**src/rtl/adder_nb_serial.sv**
```systemverilog
// Digit-serial adder/subtractor: adds two WIDTH-bit operands DIGIT bits per clock,
// LSB digit first, behind a start/busy/done handshake with signed overflow.
module adder_nb_serial #(
  parameter int WIDTH = 8,
  parameter int DIGIT = 1
) (
  input  logic             clk,
  input  logic             rst,
  input  logic             start,
  input  logic             sub,
  input  logic [WIDTH-1:0] a,
  input  logic [WIDTH-1:0] b,
  input  logic             c,
  output logic             busy,
  output logic             done,
  output logic [WIDTH-1:0] sum,
  output logic             carry,
  output logic             overflow
);

  localparam int NDIG = WIDTH / DIGIT;
  localparam int CW = (NDIG > 1) ? $clog2(NDIG) : 1;
  localparam logic [CW-1:0] LAST = CW'(NDIG - 1);

  generate
    if (WIDTH < 2 || DIGIT < 1 || (WIDTH % DIGIT) != 0) begin : g_param_check
      $error("adder_nb_serial: WIDTH must be >= 2 and an integer multiple of DIGIT");
    end
  endgenerate

  typedef enum logic [1:0] {IDLE, RUN, DONE} state_t;

  state_t           state;
  logic [WIDTH-1:0] op_a;
  logic [WIDTH-1:0] op_b;
  logic [WIDTH-1:0] acc;
  logic             cy;
  logic             a_msb;
  logic             b_msb;
  logic [CW-1:0]    cnt;
  logic [DIGIT:0]   dsum;
  logic [WIDTH-1:0] next_acc;

  // Operands shift right each cycle so the active digit always sits at bit 0;
  // their MSBs are kept aside for the final overflow decision.
  always_comb begin
    dsum     = {1'b0, op_a[DIGIT-1:0]} + {1'b0, op_b[DIGIT-1:0]} + {{DIGIT{1'b0}}, cy};
    next_acc = WIDTH'({dsum[DIGIT-1:0], acc} >> DIGIT);
  end

  always_ff @(posedge clk) begin
    if (rst) begin
      state    <= IDLE;
      busy     <= 1'b0;
      done     <= 1'b0;
      sum      <= '0;
      carry    <= 1'b0;
      overflow <= 1'b0;
      cnt      <= '0;
      acc      <= '0;
      op_a     <= '0;
      op_b     <= '0;
      cy       <= 1'b0;
      a_msb    <= 1'b0;
      b_msb    <= 1'b0;
    end else begin
      case (state)
        IDLE, DONE: begin
          done  <= 1'b0;
          state <= IDLE;
          if (start) begin
            state <= RUN;
            busy  <= 1'b1;
            op_a  <= a;
            op_b  <= sub ? ~b : b;
            cy    <= sub ? ~c : c;
            a_msb <= a[WIDTH-1];
            b_msb <= sub ? ~b[WIDTH-1] : b[WIDTH-1];
            cnt   <= '0;
          end
        end
        RUN: begin
          op_a <= op_a >> DIGIT;
          op_b <= op_b >> DIGIT;
          acc  <= next_acc;
          cy   <= dsum[DIGIT];
          cnt  <= cnt + 1'b1;
          if (cnt == LAST) begin
            state    <= DONE;
            busy     <= 1'b0;
            done     <= 1'b1;
            sum      <= next_acc;
            carry    <= dsum[DIGIT];
            overflow <= (a_msb == b_msb) && (next_acc[WIDTH-1] != a_msb);
          end
        end
        default: state <= IDLE;
      endcase
    end
  end

endmodule

```
**config.mk**
```make
export PLATFORM = sky130hd
export DESIGN_NAME = adder_nb_serial
export DESIGN_NICKNAME = d
export VERILOG_FILES = /design/src/rtl/adder_nb_serial.sv
export SDC_FILE = /design/constraint.sdc
export NUM_CORES = 1
export LEC_CHECK = 0
export ABC_AREA = 1
export BUFFER_PORTS_ARGS = -buffer_cell sky130_fd_sc_hd__buf_2
export CORE_ASPECT_RATIO = 1.5
export CORE_MARGIN = 2
export CORE_UTILIZATION = 54
export DETAILED_ROUTE_END_ITERATION = 8
export HOLD_SLACK_MARGIN = 0.03
export PLACE_DENSITY = 0.78
export SLEW_MARGIN = 10
export SYNTH_ARGS = -nofsm -noshare
export SYNTH_HDL_FRONTEND = slang
export SYNTH_SLANG_ARGS = --single-unit
```
**constraint.sdc**
```tcl
create_clock -name clk -period 1.95 [get_ports clk]
set_input_delay 0.39 -clock clk [delete_from_list [all_inputs] [get_ports clk]]
set_output_delay 0.39 -clock clk [all_outputs]
set_load 0.005 [all_outputs]
```
==> flow_metrics.tcl <==
set metrics [dict create \
    intPower_mw 1.43 \
    firstDrtPassIters 4 \
    ys_ff_latch 43 \
    cts_setup_buffers 0 \
    drc 0 \
    ant_nets 0 \
    maxCapViolations 0 \
    synth-edff-count 0 \
    tns_ns 0 \
    finalCriticalPeriod_ns 1.40 \
    cp-start-kind "flop" \
    place_area_sq_um 2090 \
    numCtsBuffers 5 \
    cts_resized 0 \
    syn_inst 265 \
    worstHoldPathType "input pin to flop" \
    synth_area_per_cell_sq_um 7.27 \
    cp-end-kind "flop" \
    critPathKind "flop to flop" \
    worst_pin_slew_ns 0.319 \
    die_area_sq_um 4070 \
    vias 1696 \
    status "finished, final reports clean" \
    finalHoldViolCount 0 \
    r2r_slack_ns 0.55 \
    yosys_warnings 0 \
    cp-startpoint "op_a[0]$_SDFFE_PP0P_" \
    gp_congestion 0.792 \
    via_per_inst 4.99 \
    required_ns 2.15 \
    cts_tree "done" \
    wl_per_cell_um 11.2 \
    rows 26 \
    finalMaxSlewViolations 0 \
    comb_power_share_pct 12.1 \
    rsz0062_at_grt "no" \
    cts-hold-fix-buffers 0 \
    regArea_sq_um 861 \
    fmax_ghz 0.715 \
    drtIter0Drc 79 \
    cts_buffer_depth 2 \
    critPathMaxFanout 3 \
    yosysSeqAreaShare_pct 44.7 \
    clockPowerShare_pct 37.4 \
    num_antenna_cells 0 \
    die-width_um 52.8 \
    grt_max_degree 20 \
    synth_top_area_share_pct 44.7 \
    grt_pass1_wl_mm 6.90 \
    initial_utilization_pct 56.4 \
    p_sw_uw 466 \
    drive_gt1_share_pct 19.5 \
    ir_drop_uv 641 \
    synthTopCellsByCount "78 x nand2_1, 43 x dfxtp_1, 34 x inv_1" \
    syn_to_final_growth_pct 14.4 \
    synth_nets 289 \
    p_leak_nw 1.13 \
    cts.clk_slew.worst_paths_ns 0.08 \
    setup_viol 0 \
    syn-cell-area_sq_um 1930 \
    fin_crit_sh_pct 71.7 \
    r2r_start "op_a[0]$_SDFFE_PP0P_" \
    critPathCapture "overflow$_SDFFE_PP0P_" \
    power.density_nw_per_um2 858 \
    clockRootBuffer "clkbuf_8" \
    grtUsageMet1_pct 24.9 \
    grt_pass1_vias 1659 \
    grt_antenna_before_repair 0 \
    arrival_ns 1.60 \
    yosysTopAreaCell "dfxtp_1" \
    portBuffers 32 \
    hpwl_mm 2.75 \
    multi_input_area_sq_um 841 \
    synth_ff_type "dfxtp_1" \
    finClkSkew_ns 0.00551 \
    r2r-end "overflow$_SDFFE_PP0P_" \
    switching_share_pct 24.6 \
    die_h_um 77.2 \
    r2r_cells 6 \
    stdcell_area_sq_um 2200 \
    cts.sinks 43 \
    ios 33 \
    track_usage_pct 22.1 \
    async_flop_share_pct 0 \
    synth.most_common_cell "nand2_1" \
    use_met3_pct 5.45 \
    clk-insertion-delay-late_ns 0.29 \
    nets 321 \
    ys_types 23 \
    grt-ovfl-total 0 \
    ys_top_cells_by_area "dfxtp_1 45%, nand2_1 15%, nand3_1 8.3%, inv_1 6.6%, a21oi_1 4.9%" \
    total_power_mw 1.89 \
    routed_wl_mm 3.80 \
    grt.busiest_layer "met2" \
    use_met2_pct 38.6 \
    min_path_cells 3 \
    core-area_sq_um 3420 \
    power_frac_seq_pct 50.5 \
    slew_headroom_pct 78.7 \
    fillers 342 \
    cts_max_level 2 \
]
-- sequential cells by signal (all words and copies together), names as in the netlist --
name      count
a_msb         1
acc           7
b_msb         1
busy          1
carry         1
cnt           3
cy            1
done          1
op_a          8
op_b          8
overflow      1
state         2
sum           8
-- metal layers --
| metal | part of all wire, % | wire [um] | vias up |
|---|---|---|---|
| li1 | - | - | 889 |
| met1 | 43 | 1630 | 761 |
| met2 | 51 | 1940 | 39 |
| met3 | 4.3 | 165 | 7 |
| met4 | 1.6 | 61 | 0 |
| met5 | 0 | 0 | - |
-- cells in the final DEF, fill, tap and decap left out, types with 5 or more instances in the layout --
cell type | netlist | layout
nand3_1 | 32 | 32
clkbuf_8 | 0 | 6
buf_4 | 3 | 5
o21ai_0 | 13 | 13
buf_2 | 3 | 32
nand2_1 | 78 | 78
inv_1 | 34 | 34
a21oi_1 | 19 | 19
nor2_1 | 17 | 17
dfxtp_1 | 43 | 43
-- stage by stage --
stage	setup slack [ns]	hold slack, ns	util [%]	cells
6_report	0.552	0.398	64.5	340
5_1_grt	0.443	0.430	64.5	340
4_1_cts	0.545	0.396	64.5	340
3_5_place_dp	0.580	0.457	61.1	332
3_3_place_gp	0.566	0.441	61.1	332
2_1_floorplan	0.715	0.429	-	265
-- power groups by stage --
stage | Sequential (mW) | Combinational, mW | Clock [mW]
2_1_floorplan | 0.969 | 0.180 | 0
3_3_place_gp | 0.974 | 0.226 | 0
3_5_place_dp | 0.976 | 0.229 | 0
4_1_cts | 0.955 | 0.231 | 0.718
5_1_grt | 0.962 | 0.267 | 0.761
6_report | 0.956 | 0.229 | 0.707
-- cells by family (layout without fill, tap and decap cells) --
family,after synthesis,after routing,synth area share [%]
AO/OA/AOI/OAI,35,35,9.87
AND/OR/NAND/NOR,136,136,31.4
buffers and inverters,48,81,11.7
flip-flops,43,43,44.7
adder cells (fa/ha/maj),3,3,2.34
-- worst min-delay path by stage --
stage | start | end | slack [ns]
floorplan | cnt[0]$_SDFFE_PP0P_ | cnt[0]$_SDFFE_PP0P_ | 0.43
global placement | cnt[0]$_SDFFE_PP0P_ | cnt[0]$_SDFFE_PP0P_ | 0.44
detailed placement | busy$_SDFFE_PP0P_ | busy$_SDFFE_PP0P_ | 0.46
CTS | a[7] | op_a[7]$_SDFFE_PP0P_ | 0.40
global route | a[7] | a_msb$_SDFFE_PP0P_ | 0.43
finish | a[7] | op_a[7]$_SDFFE_PP0P_ | 0.40
-- layout make-up --
type	instances	share of cell area [%]
clock buffer	6	3.75
clock inverter	2	1.59
inverter	36	6.13
multi-input combinational	174	38.1
sequential	43	39.0
tap	42	2.38
timing repair buffer	37	8.97
-- critical path: stages (launching register included) --
cell	delay [ns]
dfxtp_1	0.34
fa_1	0.56
inv_1	0.09
nand3_1	0.08
nand3_1	0.10
nand3_1	0.09
inv_1	0.04
Power figures use the tool's default switching activity.
